<file path="config.mk">
export PLATFORM = sky130hd
export DESIGN_NAME = wb_arbiter
export DESIGN_NICKNAME = d
export VERILOG_FILES = /design/src/rtl/wb_arbiter.sv
export SDC_FILE = /design/constraint.sdc
export NUM_CORES = 1
export LEC_CHECK = 0
export BUFFER_PORTS_ARGS = -buffer_cell sky130_fd_sc_hd__buf_2
export CAP_MARGIN = 25
export CORE_MARGIN = 2
export CORE_UTILIZATION = 50
export DETAILED_ROUTE_END_ITERATION = 10
export PLACE_DENSITY = 0.74
export SYNTH_ARGS = -nofsm -noshare
export SYNTH_HDL_FRONTEND = slang
export SYNTH_SLANG_ARGS = --single-unit
</file>
<file path="constraint.sdc">
create_clock -name clk -period 4.8 [get_ports clk]
set_clock_uncertainty 0.2 [all_clocks]
set_input_delay 0.24 -clock clk [delete_from_list [all_inputs] [get_ports clk]]
set_output_delay 0.24 -clock clk [all_outputs]
set_load 0.03 [all_outputs]
</file>
<file path="src/rtl/wb_arbiter.sv">
// ============================================================================
// Module   : wb_arbiter
// Purpose  : Register-file write-port arbiter. ALU writes always win; load
//            writebacks wait in a small FIFO that ALU writes can kill.
// Revision : 1.0
// ============================================================================
`default_nettype none

module wb_arbiter #(
  parameter int DEPTH        = 4,
  parameter int STARVE_LIMIT = 8
) (
  input  logic                     clk,
  input  logic                     rst,
  input  logic                     alu_we,
  input  logic [4:0]               alu_waddr,
  input  logic [31:0]              alu_wdata,
  input  logic                     lsu_valid,
  input  logic [4:0]               lsu_waddr,
  input  logic [31:0]              lsu_wdata,
  output logic                     lsu_ready,
  output logic                     we,
  output logic [4:0]               waddr,
  output logic [31:0]              wdata,
  output logic                     stall_req,
  output logic [$clog2(DEPTH):0]   fifo_count
);

  localparam int PW = $clog2(DEPTH);
  localparam int CW = PW + 1;
  localparam int AW = $clog2(STARVE_LIMIT + 1);
  localparam logic [CW-1:0] FULL_CNT = CW'(DEPTH);
  localparam logic [AW-1:0] AGE_MAX  = AW'(STARVE_LIMIT);

  logic              vld_q  [DEPTH];
  logic              vld_d  [DEPTH];
  logic [4:0]        addr_q [DEPTH];
  logic [4:0]        addr_d [DEPTH];
  logic [31:0]       data_q [DEPTH];
  logic [31:0]       data_d [DEPTH];
  logic [PW-1:0]     wr_ptr_q, wr_ptr_d;
  logic [PW-1:0]     rd_ptr_q, rd_ptr_d;
  logic [CW-1:0]     count_q, count_d;
  logic [AW-1:0]     age_q, age_d;
  logic              we_q, we_d;
  logic [4:0]        waddr_q, waddr_d;
  logic [31:0]       wdata_q, wdata_d;
  logic              stall_q, stall_d;

  logic              alu_acc;
  logic              push;
  logic              pop;

  assign lsu_ready  = (count_q < FULL_CNT);
  assign we         = we_q;
  assign waddr      = waddr_q;
  assign wdata      = wdata_q;
  assign stall_req  = stall_q;
  assign fifo_count = count_q;

  always_comb begin
    alu_acc  = alu_we && (alu_waddr != 5'd0);
    push     = lsu_valid && lsu_ready && (lsu_waddr != 5'd0);
    // The head is sampled from current state, so a same-cycle push never pops.
    pop      = !alu_acc && (count_q != '0);

    vld_d    = vld_q;
    addr_d   = addr_q;
    data_d   = data_q;
    wr_ptr_d = wr_ptr_q;
    rd_ptr_d = rd_ptr_q;
    count_d  = count_q;
    age_d    = age_q;
    we_d     = 1'b0;
    waddr_d  = waddr_q;
    wdata_d  = wdata_q;
    stall_d  = (count_q == FULL_CNT) || (age_q >= AGE_MAX);

    if (alu_acc) begin
      we_d    = 1'b1;
      waddr_d = alu_waddr;
      wdata_d = alu_wdata;
      for (int i = 0; i < DEPTH; i++) begin
        if (addr_q[i] == alu_waddr) vld_d[i] = 1'b0;
      end
    end else if (pop) begin
      we_d = vld_q[rd_ptr_q];
      if (vld_q[rd_ptr_q]) begin
        waddr_d = addr_q[rd_ptr_q];
        wdata_d = data_q[rd_ptr_q];
      end
    end

    if (pop) begin
      vld_d[rd_ptr_q] = 1'b0;
      rd_ptr_d        = rd_ptr_q + 1'b1;
    end

    // Applied after the kill loop: the pushed load is younger than the ALU write.
    if (push) begin
      vld_d[wr_ptr_q]  = 1'b1;
      addr_d[wr_ptr_q] = lsu_waddr;
      data_d[wr_ptr_q] = lsu_wdata;
      wr_ptr_d         = wr_ptr_q + 1'b1;
    end

    case ({push, pop})
      2'b10:   count_d = count_q + 1'b1;
      2'b01:   count_d = count_q - 1'b1;
      default: count_d = count_q;
    endcase

    if ((count_q == '0) || pop) begin
      age_d = '0;
    end else if (age_q < AGE_MAX) begin
      age_d = age_q + 1'b1;
    end
  end

  always_ff @(posedge clk or negedge rst) begin
    if (!rst) begin
      for (int i = 0; i < DEPTH; i++) begin
        vld_q[i]  <= 1'b0;
        addr_q[i] <= 5'd0;
        data_q[i] <= 32'd0;
      end
      wr_ptr_q <= '0;
      rd_ptr_q <= '0;
      count_q  <= '0;
      age_q    <= '0;
      we_q     <= 1'b0;
      waddr_q  <= 5'd0;
      wdata_q  <= 32'd0;
      stall_q  <= 1'b0;
    end else begin
      vld_q    <= vld_d;
      addr_q   <= addr_d;
      data_q   <= data_d;
      wr_ptr_q <= wr_ptr_d;
      rd_ptr_q <= rd_ptr_d;
      count_q  <= count_d;
      age_q    <= age_d;
      we_q     <= we_d;
      waddr_q  <= waddr_d;
      wdata_q  <= wdata_d;
      stall_q  <= stall_d;
    end
  end

endmodule

`default_nettype wire
</file>
Yosys cells after proc, flatten, opt, wreduce, memory -nomap -nowiden

Index checks and enable logic that the tools add are counted.

Logic and storage cells: 99
Register bits after elaboration: 202
Output and inout bits: 43

Bitwise operators: 5
Eq/ne operators: 7
Multiplexer cells: 37
Magnitude comparators: 7
Reduce and logical (&&, ||, !) cells: 18
$add $sub $neg: 5

Operators by type and width:

| operator            | count |
|---|---|
| $mux 32             | 6 |
| $bwmux 128          | 1 |
| $bmux 32 s2         | 1 |
| $demux 32 s2        | 1 |
| $mux 5              | 6 |
| $bwmux 20           | 1 |
| $eq 5x5->1          | 4 |
| $mux 4              | 5 |
| $bmux 5 s2          | 1 |
| $demux 5 s2         | 1 |
| $mux 1              | 10 |
| $reduce_bool 5->1   | 2 |
| $reduce_bool 2->1   | 4 |
| $ge 3x3->1 const B  | 2 |
| $logic_and 1x1->1   | 6 |
| $lt 3x1->1 const B  | 2 |
| $not 2->3           | 2 |
| $pmux 3 s2          | 1 |
| $add 2x1->2 const B | 2 |
| $add 4x1->4 const B | 1 |
| $and 4x4->4         | 1 |
| $demux 1 s2         | 2 |
| $ge 4x4->1 const B  | 1 |
| $lt 4x4->1 const B  | 1 |
| 14 further kinds    | 15 |

Longest topological paths before layout

Gate-level depths: netlist of run 1.

Depth in word-level cells: 10
Gate-level depth with buffers: 10

Worst setup path before layout of run 1

No wires, ideal clock.

Path type: input port to flip-flop
From: input port alu_waddr[4]
To: register count_q[2] (netlist: fifo_count[2])
Required time: 4.467 ns
Arrival: 2.293 ns
Stages on the path: 10
Path slack: 2.175 ns
Path through: buf_2 or4_4 o21a_1 nor2_1 ha_1 inv_1 fa_1 xor2_1 nor2_1 xnor2_1

Cells in the longest elaborated chain, start to end: 6

Ends and longest elaborated chain:

| what                                                   | line | text |
|---|---|---|
| start: declaration                                     | 16   | `input logic [4:0] alu_waddr,` |
| $reduce_bool 5->1 *                                    | 62   | `alu_acc = alu_we && (alu_waddr != 5'd0);` |
| $logic_and 1x1->1 *                                    | 62   |  |
| $logic_not 1->1 *                                      | 65   | `pop = !alu_acc && (count_q != '0);` |
| $logic_and 1x1->1 *                                    | 65   |  |
| via pop                                                | 52   | `logic pop;` |
| $eq 2x1->1 / $eq 2x2->1 (equally long branches)        | 107  | `case ({push, pop})` |
| $pmux 3 s2 / $reduce_bool 2->1 (equally long branches) | --   |  |
| end signal: assignment                                 | 141  | `count_q <= count_d;` |
| end: declaration                                       | 43   | `logic [CW-1:0] count_q, count_d;` |

Mark *: on every way through the listed nets, which the timed path passes. The rest lies on a longest branch.
A chain may end at the register's enable or synchronous reset.

Worst setup path in the final report of run 1

From: input port alu_waddr[3]
To: register wdata_q[31] (netlist: wdata[31])

Cells in the longest elaborated chain, start to end: 6

Ends and longest elaborated chain:

| what                               | line | text |
|---|---|---|
| $reduce_bool 5->1 *                | 62   |  |
| $logic_and 1x1->1 *                | 62   |  |
| $logic_not 1->1                    | 65   |  |
| $logic_and 1x1->1                  | 65   |  |
| $reduce_bool 2->1 (no source line) | --   |  |
| $reduce_and 2->1 (no source line)  | --   |  |
| end signal: assignment             | 145  | `wdata_q <= wdata_d;` |
| end: declaration                   | 47   | `logic [31:0] wdata_q, wdata_d;` |

Every way passes the cells marked *; elsewhere a longest branch is shown, timed or not.

==> impl_metrics.yaml, run 1 <==
place:
  port_buffers: 120
  place_inst: 928
  finalWeightedCongestion: 0.796
  dpl.hpwl_um: 13100
detailed_routing:
  ant_nets: 0
  wl_um: 20200
  drc: 0
  num_vias: 5731
  drt-initial-drc-count: 232
  top_layer: "met4"
  met2RoutedLength_um: 10400
  wl_per_cell_um: 19.4
  wl_met3_um: 775
  post_drt_via_cell_ratio: 5.49
  dr.pass1.iters: 4
  met1_length_um: 8630
die:
  dieHeight_um: 141
  core_area_um2: 18600
  start_util: 0.506
  boundaryPins: 121
  rows: 50
  die_w_um: 141
  dieArea_um2: 19900
critical_path:
  start_kind: "primary input"
  critPathCaptureType: "register"
  cpMostUsedCell: "mux2_2"
  cp.required_ns: 4.98
  path_cells: "dlygate4sd3_1 -> buf_2 -> or4_4 -> o21ai_4 -> buf_4 -> mux2_2 -> mux2_2"
  critPathMaxStageDelay_ns: 0.59
  critPathSlowestCell: "o21ai_4"
  arrival_ns: 3.29
  worstSetupPathType: "in -> reg"
  cp_max_fo: 27
global_route:
  grt_max_degree: 114
  grt_pass1_wl_um: 33000
  antenna_found_initial: 0
  grt_pass1_vias: 6357
  grt.total_usage: 0.209
  overflow: 0
logic_synthesis:
  synth_nets: 694
  synth_top_family_by_area: "multiplexers"
  synthDistinctLibCells: 30
  synth_edf_count: 0
  ys_seq_area_frac: 0.538
  yosysMostFrequentCell: "mux2_2"
  synth_warnings: 0
  synth_compound_area_frac: 0.0132
  synth_xor_xnor_area_share: 0.0252
  synth_common_cells: "mux2_2, dfrtp_1, mux4_2"
  ys.flop_type: "dfrtp_1"
  synth-async-reset-ratio: 1.00
  muxShareOfSynthArea: 0.353
  synth.top_cell.area_share: 0.538
  syn-cell-area_um2: 9400
  synthAdderAreaFrac: 0.0168
  synthTopCellsByArea: "dfrtp_1, mux2_2, mux4_2"
  syn_avg_cell_area_um2: 15.6
  synth_cells: 604
  synth_seq_cells: 202
  synth_area_leader_cell: "dfrtp_1"
  synth-simple-area-share: 0.0192
timing:
  period_share: 0.648
  slew_viol_final: 0
  min_period_ns: 3.11
  max_freq_mhz: 321
  whs_ns: 0.0726
  setup_viol: 0
  setup-tns-final_ns: 0
  relSlewSlack: 0.393
  rsz0062_at_grt: "false"
  hold_violations: 0
  tightest_slew_ns: 0.910
flow_run:
  maxCapViolCount: 0
finish:
  post-route-util: 0.628
  antenna_cells: 0
  nets: 886
  stdcell_count: 1044
  fillers: 1356
  syn_to_final_growth_pct: 24.2
  drive_gt1_frac: 0.522
clock_network:
  htreeDepth: 1
  cts.sinks: 202
  cts_buffers: 22
  path_clk_slew_ns: 0.06
  cts_root_buffer: "clkbuf_16"
  cts_resized: 0
  cts_tree: "done"
  clock_path_buffers: 3
  clk_latency_ns: 0.49
outcome:
  status: "finished clean"
pwr:
  ir_drop_v: 0.000361
  p_per_area_nw_per_um2: 681
  p_leak_nw: 5.22
hold_path:
  hold_path_class: "in -> reg"
[path summary, 6_finish.rpt]
kind	start	to	slack, ns	depth (start not counted)
min in group asynchronous	rst	fifo_count[2]	0.22	2
hold reg to reg	wdata[28]	wdata[28]	0.30	1
setup reg to reg	rd_ptr_q[0]	wdata[5]	1.94	4
setup / recovery	alu_waddr[3]	wdata[31]	1.69	7
max in group asynchronous	rst	data_q[35]	2.90	3
hold / removal	lsu_valid	wr_ptr_q[0]	0.07	3
[cells in the final DEF, fill, tap and decap left out, drive strengths merged, types with 2 or more instances in the layout]
master	count
dfrtp	202
dlygate4sd3	78
or3	2
o21ai	16
mux4	38
nor4	4
clkinv	5
xor2	10
nand2	16
bufinv	2
ha	11
nor3	5
clkbuf	30
nor2	2
buf	128
mux2i	7
mux2	212
xnor2	17
nand3	5
inv	12
[power breakdown]
| part | leakage [nW] | internal, W | switching (W) |
|---|---|---|---|
| Sequential | 2.43 | 0.00256 | 0.000534 |
| Clock | 0.357 | 0.00101 | 0.000661 |
| Combinational | 2.43 | 0.00177 | 0.00141 |
| Total | 5.22 | 0.00534 | 0.00260 |
[cell families after synthesis]
group / Yosys count
adders and majority gates: 12
and+or+nand+nor: 36
AOI/OAI and AO/OA: 20
xor gates and xnor gates: 27
muxes: 257
DFF: 202
buffers and inverters: 50
[flip-flops by register name, summed over array words and instances, names as in the netlist]
| signal | flops |
|---|---|
| data_q | 128 |
| wdata | 32 |
| addr_q | 20 |
| waddr | 5 |
| age_q | 4 |
| vld_q | 4 |
| fifo_count | 3 |
| rd_ptr_q | 2 |
| wr_ptr_q | 2 |
| stall_req | 1 |
| we | 1 |
[stage by stage]
step / power (W) / setup slack, ns / instance area (µm²)
5_1_grt: 0.00841 / 1.60 / 11700
6_report: 0.00794 / 1.69 / 11700
4_1_cts: 0.00802 / 1.68 / 11700
3_5_place_dp: 0.00626 / 1.72 / 10200
3_3_place_gp: 0.00604 / 1.73 / 10100
2_1_floorplan: 0.00545 / 2.17 / 9400
[layout make-up]
| cell class | instances | area [µm²] | share of cell area |
|---|---|---|---|
| clock buffer | 29 | 618 | 0.0530 |
| clock inverter | 9 | 104 | 0.00890 |
| inverter | 11 | 41.3 | 0.00354 |
| multi-input combinational | 352 | 4030 | 0.345 |
| sequential | 202 | 5060 | 0.433 |
| tap | 234 | 293 | 0.0251 |
| timing repair buffer | 207 | 1530 | 0.131 |
[worst max-delay path: cells and delay by family]
family,cells,cell delay (ns)
AOI/OAI and AO/OA,1,0.59
buffers and inverters,3,1.21
muxes,2,0.66
and+or+nand+nor,1,0.56
[metal layers]
layer	up-vias	global-route usage
met5	-	0
met4	0	0.0611
met3	29	0.0282
met2	135	0.364
met1	2978	0.276
li1	2589	-
[timing repair]
item | 4_1_cts | 5_1_grt
hold buffers | 78 | 0
setup buffers | 0 | 0
endpoints found under the hold margin | 296 | 0
endpoints found under the setup margin | 0 | 0
No activity file was read; power rests on OpenSTA's default activity.
==> inputs of run 2 (changes only) <==
PLACE_DENSITY = 0.76   (was 0.74)
clock period = 2.8 ns   (was 4.8 ns; I/O delays follow)
==> run 2 against run 1 <==
Compared with the run above: the flow now finishes with violations (hold timing); total power rose by 72%; register-to-register slack got worse by 1.5 ns; sequential cell count did not move; global-route usage rose by 0.51 points; critical path depth rose by 4; highest routed layer unchanged.
==> impl_metrics.yaml, run 2 (synthesis results as in run 1) <==
outcome:
  status: "finished, violations left"
  violations: "hold timing"
critical_path:
  reg2reg_to: "wdata[14]"
  reg2reg_depth: 4
  critPathCaptureType: "register"
  cp.required_ns: 3.02
  critical_path.reg2reg.startpoint: "fifo_count[0]"
  worstSetupStartpoint: "alu_waddr[4]"
  cp-endpoint: "fifo_count[2]"
  worstSetupPathType: "in -> reg"
  arrival_ns: 2.79
  start_kind: "primary input"
  cp_max_fo: 6
  reg2reg_slack_ns: 0.40
timing:
  rsz0062_at_grt: "false"
  tightest_slew_ns: 0.646
  relSlewSlack: 0.569
  setup_viol: 0
  period_share: 0.918
  max_freq_mhz: 389
  setup-tns-final_ns: 0
  slew_viol_final: 0
  hold_violations: 12
  min_period_ns: 2.57
  whs_ns: -0.0129
detailed_routing:
  drc: 0
  wl_um: 20500
  drt-initial-drc-count: 237
  num_vias: 5795
  wl_per_cell_um: 19.4
  ant_nets: 0
  post_drt_via_cell_ratio: 5.49
  dr.pass1.iters: 4
clock_network:
  clk_latency_ns: 0.49
  cts.sinks: 202
  cts_buffers: 22
  cts_root_buffer: "clkbuf_16"
  cts_setup_buffers: 0
  hold_buffers: 80
  cts_resized: 0
  htreeDepth: 1
  path_clk_slew_ns: 0.06
  cts_tree: "done"
  clock_path_buffers: 3
finish:
  largest_reg_flops: 128
  post-route-util: 0.632
  antenna_cells: 0
  final_cell_mix: "mux2_2, dfrtp_1, buf_2, dlygate4sd3_1, mux4_2"
  layout_commonest_cell: "mux2_2"
  syn_to_final_growth_pct: 24.9
  nets: 899
  drive_gt1_frac: 0.527
  stdcell_count: 1056
  top_register: "data_q"
pwr:
  ir_drop_v: 0.000700
  p_per_area_nw_per_um2: 1170
  p_leak_nw: 5.25
global_route:
  grt_max_degree: 75
  grt_pass1_wl_um: 33900
  overflow: 0
  grt_pass1_vias: 6540
  antenna_found_initial: 0
  grt.total_usage: 0.214
die:
  dieHeight_um: 141
  core_area_um2: 18600
  rows: 50
  die_w_um: 141
  start_util: 0.506
  boundaryPins: 121
  dieArea_um2: 19900
flow_run:
  maxCapViolCount: 0
place:
  finalWeightedCongestion: 0.804
  place_inst: 939
  port_buffers: 120
  dpl.hpwl_um: 12800
hold_path:
  hold_path_class: "in -> async"
## run 2: cell types whose count changed in the layout (fill, tap and decap cells not counted), moves of 2 or more
| cell | change |
|---|---|
| buf_12 | +3 |
| buf_16 | -3 |
| dlygate4sd3_1 | +2 |
| buf_4 | +11 |
## run 2: layout make-up
type                            instances  area (µm²)
Timing Repair Buffer                  220        1610
Tap cell                              234         293
Multi-Input combinational cell        352        4030
Clock inverter                          9         106
Sequential cell                       202        5060
Clock buffer                           28         604
Fill cell                            1389        6840
Inverter                               11        41.3
## run 2: worst min-delay path by stage
stage          start        end  slack [ns]
5_1_grt          rst  addr_q[6]        0.05
6_report         rst  addr_q[6]       -0.01
4_1_cts          rst  addr_q[6]        0.01
2_1_floorplan    rst  addr_q[0]       -0.36
3_5_place_dp     rst  addr_q[6]       -0.03
3_3_place_gp     rst  addr_q[6]       -0.04
## run 2: through the flow
step / setup slack [ns] / area, µm² / total power (W) / hold slack (ns)
global route: 0.0239 / 11700 / 0.0145 / 0.0450
floorplan: 0.275 / 9400 / 0.00934 / -0.356
finish: 0.231 / 11700 / 0.0137 / -0.0129
CTS: 0.244 / 11700 / 0.0138 / 0.0122
global placement: 0.285 / 10200 / 0.0105 / -0.0448
detailed placement: 0.280 / 10200 / 0.0108 / -0.0322
## run 2: per-layer routing
layer	up-vias	global-route usage	wire length (µm)
li1	2609	-	-
met1	3001	0.274	8520
met2	150	0.379	10700
met3	35	0.0292	875
met4	0	0.0674	410
met5	-	0	0
## run 2: worst max-delay path: stages
cell and delay [ns]:
dlygate4sd3_1 0.54, buf_2 0.18, or4_4 0.55, o21a_1 0.20, nor2_1 0.14, ha_1 0.21, inv_1 0.06, fa_1 0.37
xor2_1 0.15, nor2_1 0.11, xnor2_1 0.13
## run 2: power by group
part	internal [W]	switching, W	total, W	leakage (nW)
combinational	0.00308	0.00253	0.00561	2.47
clock	0.00171	0.00113	0.00284	0.346
sequential	0.00439	0.000847	0.00524	2.43
total	0.00919	0.00451	0.0137	5.25
==> inputs of run 3 (changes only) <==
CTS_CLUSTER_SIZE = 24   (was default)
HOLD_SLACK_MARGIN = 0.06   (was default)
==> run 3 against run 2 <==
Compared with the run above: the run now ends clean; sequential cell count stayed put; highest routed layer unchanged; combinational power hardly changed; die area stayed put.
==> impl_metrics.yaml, run 3 (synthesis results as in run 1) <==
detailed_routing:
  wl_per_cell_um: 19.4
  wl_um: 20600
  drt-initial-drc-count: 270
  num_vias: 5833
  post_drt_via_cell_ratio: 5.50
  dr.pass1.iters: 5
  ant_nets: 0
  drc: 0
pwr:
  power.total_w: 0.0138
  p_leak_nw: 5.27
  ir_drop_v: 0.000577
  p_per_area_nw_per_um2: 1170
finish:
  multi_input_area_um2: 4030
  fillers: 1377
  syn_to_final_growth_pct: 25.5
  top_register: "data_q"
  antenna_cells: 0
  stdcell_count: 1060
  nets: 901
  final_cell_mix: "mux2_2, dfrtp_1, buf_2, dlygate4sd3_1, mux4_2"
  largest_reg_flops: 128
  regArea_um2: 5060
  layout_commonest_cell: "mux2_2"
  drive_gt1_frac: 0.527
hold_path:
  hold_start: "lsu_wdata[5]"
  min_to: "data_q[101]"
  whs_path_depth: 3
  hold_path_class: "in -> reg"
outcome:
  status: "finished clean"
timing:
  slew_viol_final: 0
  setup-tns-final_ns: 0
  setup_viol: 0
  relSlewSlack: 0.569
  rsz0062_at_grt: "false"
  hold_violations: 0
  tightest_slew_ns: 0.647
  min_period_ns: 2.58
  max_freq_mhz: 388
  period_share: 0.921
die:
  rows: 50
  die_w_um: 141
  dieArea_um2: 19900
  core_area_um2: 18600
  start_util: 0.506
  boundaryPins: 121
  dieHeight_um: 141
critical_path:
  reg2reg_depth: 4
  cp_max_fo: 6
  worstSetupPathType: "in -> reg"
  cpMostUsedCell: "nor2_1"
  critPathCaptureType: "register"
  critPathMaxStageDelay_ns: 0.55
  arrival_ns: 2.80
  critical_path.reg2reg.startpoint: "fifo_count[0]"
  reg2reg_to: "wdata[14]"
  path_cells: "dlygate4sd3_1 -> buf_2 -> or4_4 -> o21a_1 -> nor2_1 -> ha_1 -> inv_1 -> fa_1 -> xor2_1 -> nor2_1 -> xnor2_1"
  start_kind: "primary input"
  reg2reg_slack_ns: 0.37
  critPathSlowestCell: "or4_4"
  cp.required_ns: 3.02
global_route:
  top_usage_layer: "met2"
  grtUsageMet2: 0.384
  antenna_found_initial: 0
  met3_usage: 0.0306
  grt_max_degree: 75
  grt_pass1_wl_um: 34100
  overflow: 0
  grt.total_usage: 0.216
  grt_pass1_vias: 6563
  use_met1: 0.275
place:
  port_buffers: 120
  place_inst: 939
  finalWeightedCongestion: 0.804
  dpl.hpwl_um: 12800
flow_run:
  maxCapViolCount: 0
clock_network:
  cts_tree: "done"
  cts_resized: 0
  cts_root_buffer: "clkbuf_16"
  cts_buffers: 22
  htreeDepth: 1
  path_clk_slew_ns: 0.06
  clock_path_buffers: 3
  clk_latency_ns: 0.50
  cts.sinks: 202
[run 3: changes by cell type in the layout (fill, tap and decap cells not counted), sizes merged]
cell	delta
inv	-1
dlygate4sd3	+2
bufinv	+1
clkinv	+1
clkbuf	+1
[run 3: per-layer routing]
layer | share of wire | up-vias
met1 | 0.41 | 3023
li1 | - | 2613
met4 | 0.024 | 0
met2 | 0.52 | 158
met5 | 0 | -
met3 | 0.039 | 39
[run 3: stage by stage]
step	worst slack [ns]	cell area [µm²]	utilization	hold slack, ns
5_1_grt	0.0236	11800	0.635	0.267
3_3_place_gp	0.285	10200	0.551	-0.0448
4_1_cts	0.244	11800	0.635	0.230
6_report	0.222	11800	0.635	0.244
2_1_floorplan	0.275	9400	-	-0.356
3_5_place_dp	0.280	10200	0.551	-0.0322
[run 3: power breakdown]
| group | switching (W) | internal, W |
|---|---|---|
| Combinational | 0.00254 | 0.00309 |
| Clock | 0.00113 | 0.00183 |
| Sequential | 0.000849 | 0.00439 |
| Total | 0.00452 | 0.00931 |
[run 3: worst max-delay path by stage]
stage / startpoint / endpoint / slack [ns] / depth (start not counted)
5_1_grt: alu_waddr[4] / fifo_count[2] / 0.02 / 11
2_1_floorplan: alu_waddr[4] / fifo_count[2] / 0.27 / 10
3_5_place_dp: alu_waddr[3] / fifo_count[2] / 0.28 / 10
6_report: alu_waddr[4] / fifo_count[2] / 0.22 / 11
3_3_place_gp: alu_waddr[3] / fifo_count[2] / 0.28 / 10
4_1_cts: alu_waddr[3] / fifo_count[2] / 0.24 / 11
[run 3: cell type report]
cell class,count,share of cell area
Clock buffer,29,0.0524
Clock inverter,10,0.0110
Inverter,11,0.00350
Multi-Input combinational cell,352,0.341
Sequential cell,202,0.429
Tap cell,234,0.0248
Timing Repair Buffer,222,0.138
[run 3: critical path, delay by kind of cell]
family / cells / cell delay [ns]
AOI/OAI and AO/OA: 1 / 0.20
buffers and inverters: 3 / 0.78
xor gates and xnor gates: 2 / 0.28
adders and majority gates: 2 / 0.58
and+or+nand+nor: 3 / 0.81
[run 3: repair_timing]
| item | in CTS | in global routing |
|---|---|---|
| hold buffers | 82 | 0 |
| setup buffers | 0 | 0 |
| endpoints found under the hold margin | 394 | 0 |
